File: config.mk
export PLATFORM = sky130hd
export DESIGN_NAME = fpaccum
export DESIGN_NICKNAME = d
export VERILOG_FILES = /design/src/rtl/fpaccum.sv
export SDC_FILE = /design/constraint.sdc
export NUM_CORES = 1
export LEC_CHECK = 0
export CAP_MARGIN = 25
export CORE_ASPECT_RATIO = 2
export CORE_MARGIN = 5
export CORE_UTILIZATION = 55
export DETAILED_ROUTE_END_ITERATION = 6
export PLACE_DENSITY = 0.87
export SYNTH_ARGS = -nofsm -noshare
export SYNTH_HDL_FRONTEND = slang
export SYNTH_SLANG_ARGS = --single-unit
File: constraint.sdc
create_clock -name clk -period 3.5 [get_ports clk]
set_input_delay 0.525 -clock clk [delete_from_list [all_inputs] [get_ports clk]]
set_output_delay 0.525 -clock clk [all_outputs]
set_load 0.05 [all_outputs]
File: src/rtl/fpaccum.sv
// rtl/fpaccum.sv - saturating fixed-point dot-product accumulator behind the multiplier
//
// Purpose: sums a programmable number of n-bit product terms from a val/rdy
// stream. It then presents one saturated n-bit result with an overflow flag.
// The result uses the multiplier's Q format, so terms are added with no
// realignment.
//
// Ports:
//   clk       in   1         rising-edge clock
//   reset     in   1         asynchronous active-high reset, clears all state
//   recv_val  in   1         product term valid
//   recv_rdy  out  1         accumulator can take a term (low only while a result is pending)
//   recv_msg  in   n         product term
//   count     in   len_bits  terms in this sum (0 acts as 1), sampled on the first beat only
//   send_val  out  1         result valid
//   send_rdy  in   1         downstream accepts the result
//   send_msg  out  n         saturated sum
//   overflow  out  1         sum was clamped (qualified by send_val)

module fpaccum #(
    parameter int n        = 32,
    parameter int sign     = 1,
    parameter int len_bits = 8
) (
    input  logic                clk,
    input  logic                reset,
    input  logic                recv_val,
    output logic                recv_rdy,
    input  logic [n-1:0]        recv_msg,
    input  logic [len_bits-1:0] count,
    output logic                send_val,
    input  logic                send_rdy,
    output logic [n-1:0]        send_msg,
    output logic                overflow
);

    // len_bits guard bits hold up to 2^len_bits-1 full-scale terms without wrapping.
    localparam int acc_w = n + len_bits;
    localparam logic [len_bits-1:0] len_one = len_bits'(1);

    typedef enum logic [1:0] {
        IDLE  = 2'd0,
        ACCUM = 2'd1,
        DONE  = 2'd2
    } state_t;

    state_t              state_q;
    logic [acc_w-1:0]    acc_q;
    logic [len_bits-1:0] remaining_q;
    logic [n-1:0]        send_msg_q;
    logic                overflow_q;

    logic [acc_w-1:0]    term_ext;
    logic [acc_w-1:0]    acc_d;
    logic [len_bits-1:0] remaining_d;
    logic [n-1:0]        sat_msg_d;
    logic                sat_ovf_d;

    always_comb begin
        term_ext = (sign != 0) ? {{len_bits{recv_msg[n-1]}}, recv_msg}
                               : {{len_bits{1'b0}}, recv_msg};

        // The first beat of a sum restarts the accumulator instead of adding to it.
        // That is how stale partial sums are prevented.
        if (state_q == IDLE) begin
            acc_d       = term_ext;
            remaining_d = (count == '0) ? '0 : count - len_one;
        end else begin
            acc_d       = acc_q + term_ext;
            remaining_d = remaining_q - len_one;
        end

        // Clamp on the final sum only. The result fits in n bits when the top
        // len_bits+1 bits (signed) or the top len_bits bits (unsigned) carry no information.
        sat_msg_d = acc_d[n-1:0];
        sat_ovf_d = 1'b0;
        if (sign != 0) begin
            if (acc_d[acc_w-1:n-1] != {(len_bits+1){acc_d[acc_w-1]}}) begin
                sat_ovf_d = 1'b1;
                sat_msg_d = acc_d[acc_w-1] ? {1'b1, {(n-1){1'b0}}} : {1'b0, {(n-1){1'b1}}};
            end
        end else begin
            if (acc_d[acc_w-1:n] != '0) begin
                sat_ovf_d = 1'b1;
                sat_msg_d = '1;
            end
        end
    end

    always_ff @(posedge clk or posedge reset) begin
        if (reset) begin
            state_q     <= IDLE;
            acc_q       <= '0;
            remaining_q <= '0;
            send_msg_q  <= '0;
            overflow_q  <= 1'b0;
        end else begin
            case (state_q)
                IDLE, ACCUM: begin
                    if (recv_val) begin
                        acc_q       <= acc_d;
                        remaining_q <= remaining_d;
                        if (remaining_d == '0) begin
                            state_q    <= DONE;
                            send_msg_q <= sat_msg_d;
                            overflow_q <= sat_ovf_d;
                        end else begin
                            state_q <= ACCUM;
                        end
                    end
                end
                DONE: begin
                    // No term is taken while the result is offered. The next sum starts from IDLE.
                    if (send_rdy) begin
                        state_q <= IDLE;
                    end
                end
                default: state_q <= IDLE;
            endcase
        end
    end

    assign recv_rdy = (state_q != DONE);
    assign send_val = (state_q == DONE);
    assign send_msg = send_msg_q;
    assign overflow = overflow_q;

endmodule

==> results_dict.tcl, run 1 <==
set metrics [dict create \
    outcome "complete, but fails checks" \
    violations "design-rule violations, negative setup slack" \
    cp_max_fo 7 \
    post-dp-hpwl_um 16400 \
    r2r_setup_slack_ps -170 \
    synth_area_leaders "dfrtp_1, nand2_1, ha_1, o21ai_0, a21oi_1" \
    place_area_sq_um 8550 \
    synth_edf_count 0 \
    arrival_ps 4190 \
    pin_count 79 \
    track_usage_pct 30.2 \
    setup_viol 32 \
    worstSetupStartpointType "input pin" \
    timing.final.ws_setup_ps -438 \
    yosys.area.top_type_share_pct 31.3 \
    vias_per_cell 6.84 \
    synth_ff_type "dfrtp_1" \
    path_buf_inv 3 \
    max-cap-violations 0 \
    routedWlPerCell_um 24.0 \
    grt_max_degree 45 \
    antenna_found_initial 1 \
    cts.path.max_buffers 2 \
    first_iter_violations 941 \
    stdcell_count 1185 \
    cts_tree "done" \
    nets 1120 \
    crit_path_end_kind "flip-flop" \
    die-width_um 87.7 \
    ant_nets 0 \
    cts.sinks 83 \
    yosys.area.top_type "dfrtp_1" \
    die_height_um 165 \
    ys_top_cells_by_count "nand2_1, o21ai_0, dfrtp_1" \
    synth_area_sq_um 6630 \
    cts_root_buffer "clkbuf_16" \
    num_vias 8105 \
    initial_core_util_pct 56.3 \
    drc_errors 7 \
    core_area_sq_um 11800 \
    avgSynthCellArea_sq_um 8.11 \
    multi_input_area_sq_um 4910 \
    area_growth_pct 46.9 \
    finalCritPeriodShare_pct 113 \
    synth_cell_types 79 \
    cp_top_family "simple AND/OR/NAND/NOR gates" \
    skew_ps 16.5 \
    clk_latency_ps 370 \
    overflow 0 \
    first_pass_iters 7 \
    max-slew-margin-rel_pct 48.5 \
    gp_congestion 1.02 \
    power.total_mw 10.7 \
    slowest_stage "or4_1" \
    clk_pin_slew_worst_paths_ps 60 \
    required_ps 3750 \
    rows 56 \
    seq_area_frac_synth_pct 31.3 \
    syn_inst 818 \
    tns_ps -12740 \
    yosys_warnings 0 \
    place_ws_ps -487 \
    final_cell_area_sq_um 9750 \
    cts_made_buffers 9 \
    wl_um 28400 \
    portBuffers 78 \
    grt_pass1_wl_um 34400 \
    async_flop_share_pct 100 \
    htreeDepth 3 \
    cpPeakStageDelay_ps 570 \
    p_per_area_nw_per_um2 1100 \
    worstHoldPathType "reg -> reg" \
    crit_chain "clkdlybuf4s50_1, ha_1, a21oi_1, o21ai_1, or4_1, o311ai_1, a2111oi_4, buf_4, nor3_1, nand4_1, nand3_4, clkbuf_16, and2_1, o21ai_2" \
    dieArea_sq_um 14500 \
    nFillCells 613 \
    fmax_mhz 254 \
    leakage_nw 4.38 \
    drv_slew 0 \
    syn_nets 904 \
    post-synth-top-count-cell "nand2_1" \
    period_needed_ps 3940 \
    crit_type "in -> reg" \
    dp.cells 1148 \
    tightest_slew_ps 772 \
    layout-drive-gt1-share_pct 31.3 \
    first_global_vias 7513 \
    ys_ff_latch 83 \
    vdd_drop_max_mv 0.727 \
    seqCellArea_sq_um 2080 \
    finalHoldViolCount 0 \
]
[per-layer routing]
metal / wire length [um] / vias up / track usage (%)
met5: 0 / - / 0
met4: 2950 / 0 / 20.7
met3: 2270 / 283 / 4.07
met2: 14300 / 646 / 56.1
met1: 8920 / 3822 / 29.6
li1: - / 3354 / -
[worst min-delay path, delay by kind of cell (launching register included)]
| family | cells | cell delay, ps |
|---|---|---|
| AOI/OAI and AO/OA | 1 | 50 |
| and+or+nand+nor | 1 | 60 |
| DFF | 1 | 340 |
[worst paths after layout]
kind,from,end,cells after the start
max,recv_msg[27],send_msg[17],14
min reg2reg,send_msg[4],send_msg[4],2
min,send_msg[4],send_msg[4],2
min in group asynchronous,reset,send_msg[6],2
max reg2reg,acc_q[27],send_msg[17],13
max in group asynchronous,reset,send_msg[26],3
[sequential cells by signal, summed over array words and instances, names as in the netlist]
register and cells:
acc_q 40, state_q 2, send_msg 32, remaining_q 8, overflow 1
[stage by stage]
stage / util [%] / hold WS, ps
6_report: 82.8 / 484
3_3_place_gp: 72.7 / 460
3_5_place_dp: 72.7 / 471
2_1_floorplan: - / 454
5_1_grt: 82.8 / 508
4_1_cts: 76.0 / 487
[cell usage in the layout (no fill, tap or decap), types with 13 or more instances in the layout]
master	netlist	routed
nand2_1	148	143
xor2_1	22	22
nor2_1	46	39
nand3_1	18	17
a21o_1	13	13
inv_1	15	14
dfrtp_1	83	83
buf_4	0	153
ha_4	0	20
clkdlybuf4s50_1	0	60
o21ai_2	30	35
o21ai_0	89	82
clkbuf_16	0	13
and2_1	36	35
a21oi_1	73	51
dlymetal6s2s_1	0	18
ha_1	41	16
a21oi_2	1	21
xnor2_1	18	18
o21ai_1	14	15
[logic make-up after synthesis]
group                      synth area share, %
AOI/OAI and AO/OA                         26.4
DFF                                       31.3
adders and majority gates                 8.04
and+or+nand+nor                           23.1
xor gates and xnor gates                  5.62
buffers and inverters                     3.87
muxes                                     1.70
[area by class of cell]
| type | instances | share of cell area (%) |
|---|---|---|
| diodes | 1 | 0.0257 |
| flip-flops and latches | 83 | 21.3 |
| clock inverters | 5 | 0.642 |
| clock buffers | 11 | 2.49 |
| well taps | 145 | 1.86 |
| repair buffers | 243 | 22.7 |
| inverters | 15 | 0.591 |
| multi-input cells | 682 | 50.4 |
[what timing repair did]
| item | CTS | global route |
|---|---|---|
| endpoints found under the setup margin | 31 | 32 |
| cloned | 0 | 5 |
| hold buffers | 0 | 0 |
| setup buffers | 4 | 11 |
| pin swaps | 6 | 39 |
| gates resized for setup | 10 | 125 |
[power breakdown]
part           switching [mW]  leakage (nW)  internal (mW)  total [mW]
Combinational            4.56          3.19           3.46        8.02
Clock                   0.429         0.142          0.575        1.00
Sequential              0.343          1.05           1.35        1.70
Power figures use the tool's default switching activity.
==> run 2, diff against run 1 <==
- CORE_ASPECT_RATIO: 2 -> 1.2
- GPL_TIMING_DRIVEN: not set -> 0
==> run 2 against run 1 <==
- the flow finishes with violations (negative setup slack)
- die area down 0.86%
- combinational power fell by 15%
- design area fell by 7.6%
- largest power group unchanged
- worst setup slack better by 390 ps
- sequential share of layout area rose by 1.8 points
==> results_dict.tcl, run 2 (synthesis gave the netlist of run 1 again) <==
set metrics [dict create \
    final_cell_area_sq_um 9000 \
    area_growth_pct 35.8 \
    place_area_sq_um 7640 \
    worstHoldPathType "reg -> reg" \
    leakage_nw 3.85 \
    ant_nets 0 \
    routedWlPerCell_um 18.8 \
    overflow 0 \
    worstSetupStartpointType "input pin" \
    dp.cells 1058 \
    die-width_um 110 \
    finalCritPeriodShare_pct 101 \
    htreeDepth 3 \
    outcome "complete, but fails checks" \
    portBuffers 78 \
    grt_pass1_wl_um 31200 \
    cts.sinks 83 \
    arrival_ps 3770 \
    crit_path_end_kind "flip-flop" \
    layout-drive-gt1-share_pct 25.7 \
    n_antenna_cell 0 \
    max-slew-margin-rel_pct 43.9 \
    layout_commonest_cell "nand2_1" \
    cp_max_fo 6 \
    gp_congestion 0.968 \
    max-cap-violations 0 \
    cts.path.max_buffers 2 \
    place_ws_ps -843 \
    period_needed_ps 3540 \
    vdd_drop_max_mv 0.476 \
    timing.final.ws_setup_ps -44.0 \
    fin_util_pct 75.4 \
    cts_root_buffer "clkbuf_16" \
    post-dp-hpwl_um 14300 \
    track_usage_pct 27.4 \
    core_area_sq_um 11900 \
    multi_input_area_sq_um 5050 \
    tightest_slew_ps 841 \
    grt_max_degree 47 \
    clk_latency_ps 350 \
    holdWs_ps 474 \
    initial_core_util_pct 55.5 \
    stdcell_count 1109 \
    antenna_found_initial 0 \
    num_vias 6771 \
    wl_um 20800 \
    drv_slew 0 \
    first_global_vias 6517 \
    first_iter_violations 626 \
    rsz0062_at_grt "true" \
    vias_per_cell 6.11 \
    crit_type "in -> reg" \
    finalHoldViolCount 0 \
    power.total_mw 9.37 \
    rows 44 \
    dieArea_sq_um 14400 \
    drc_errors 0 \
    first_pass_iters 6 \
    setup_viol 24 \
    skew_ps 11.5 \
    violations "negative setup slack" \
    fmax_mhz 282 \
    seqCellArea_sq_um 2080 \
    clk_pin_slew_worst_paths_ps 60 \
    required_ps 3730 \
    nets 1029 \
    pin_count 79 \
    tns_ps -655 \
    cts_made_buffers 9 \
    top_register "acc_q" \
    p_per_area_nw_per_um2 1040 \
    die_height_um 130 \
    mostFrequentLayoutCells "nand2_1, dfrtp_1, o21ai_0" \
    cts_tree "done" \
    largest_reg_flops 40 \
    nFillCells 849 \
]
[run 2: changes by cell type in the layout (fill, tap and decap cells not counted), moves of 9 or more]
cell | before | now
buf_4 | 153 | 31
o21ai_1 | 15 | 6
and2_1 | 35 | 15
o21ai_2 | 35 | 44
buf_6 | 3 | 14
and2_4 | 2 | 22
clkbuf_1 | 1 | 19
[run 2: critical path, cell delays in order]
cell and delay, ps:
clkdlybuf4s50_1 480, ha_4 340, o211ai_1 160, a21oi_4 210, buf_6 120, o2111ai_2 110
and3_4 210, nor4b_4 140, a2111oi_4 440, a41o_1 260, nand4_1 150, nand3_4 150
buf_8 150, buf_6 120, and2_4 130, o21ai_2 50
[run 2: metal layers]
metal  vias to the layer above  wire, um  global-route usage [%]
met1                      3225      8080                    31.3
met4                         0       980                    12.7
li1                       3185         -                       -
met3                        86       969                    3.71
met2                       275     10800                    50.1
met5                         -         0                       0
[run 2: final timing paths]
check	startpoint	endpoint	slack, ps	depth (start not counted)
worst max-delay path	recv_msg[5]	send_msg[22]	-40	16
max in group asynchronous	reset	remaining_q[3]	2340	3
worst max register to register	acc_q[0]	send_msg[22]	20	17
worst min-delay path	send_msg[17]	send_msg[17]	470	2
worst min register to register	send_msg[17]	send_msg[17]	470	2
min in group asynchronous	reset	send_msg[13]	550	2
[run 2: repair_timing]
action                                  in CTS  in global routing
hold endpoints to repair                     0                  0
pin swaps                                   18                 40
resized for setup                           76                132
cloned                                       1                  1
endpoints found under the setup margin      32                 33
buffers inserted                            19                 16
hold buffers                                 0                  0
[run 2: layout make-up]
cell class / count / area share [%]
buffer: 36 / 2.26
timing repair buffer: 116 / 12.6
multi-input combinational: 682 / 56.1
inverter: 15 / 0.653
tap: 161 / 2.24
clock inverter: 7 / 0.570
clock buffer: 9 / 2.50
sequential: 83 / 23.1
[run 2: power by group]
group	switching [mW]	internal, mW	leakage [nW]	total (mW)
clock network	0.410	0.484	0.132	0.894
logic	3.98	2.83	2.67	6.81
registers	0.311	1.35	1.05	1.67
total	4.70	4.67	3.85	9.37
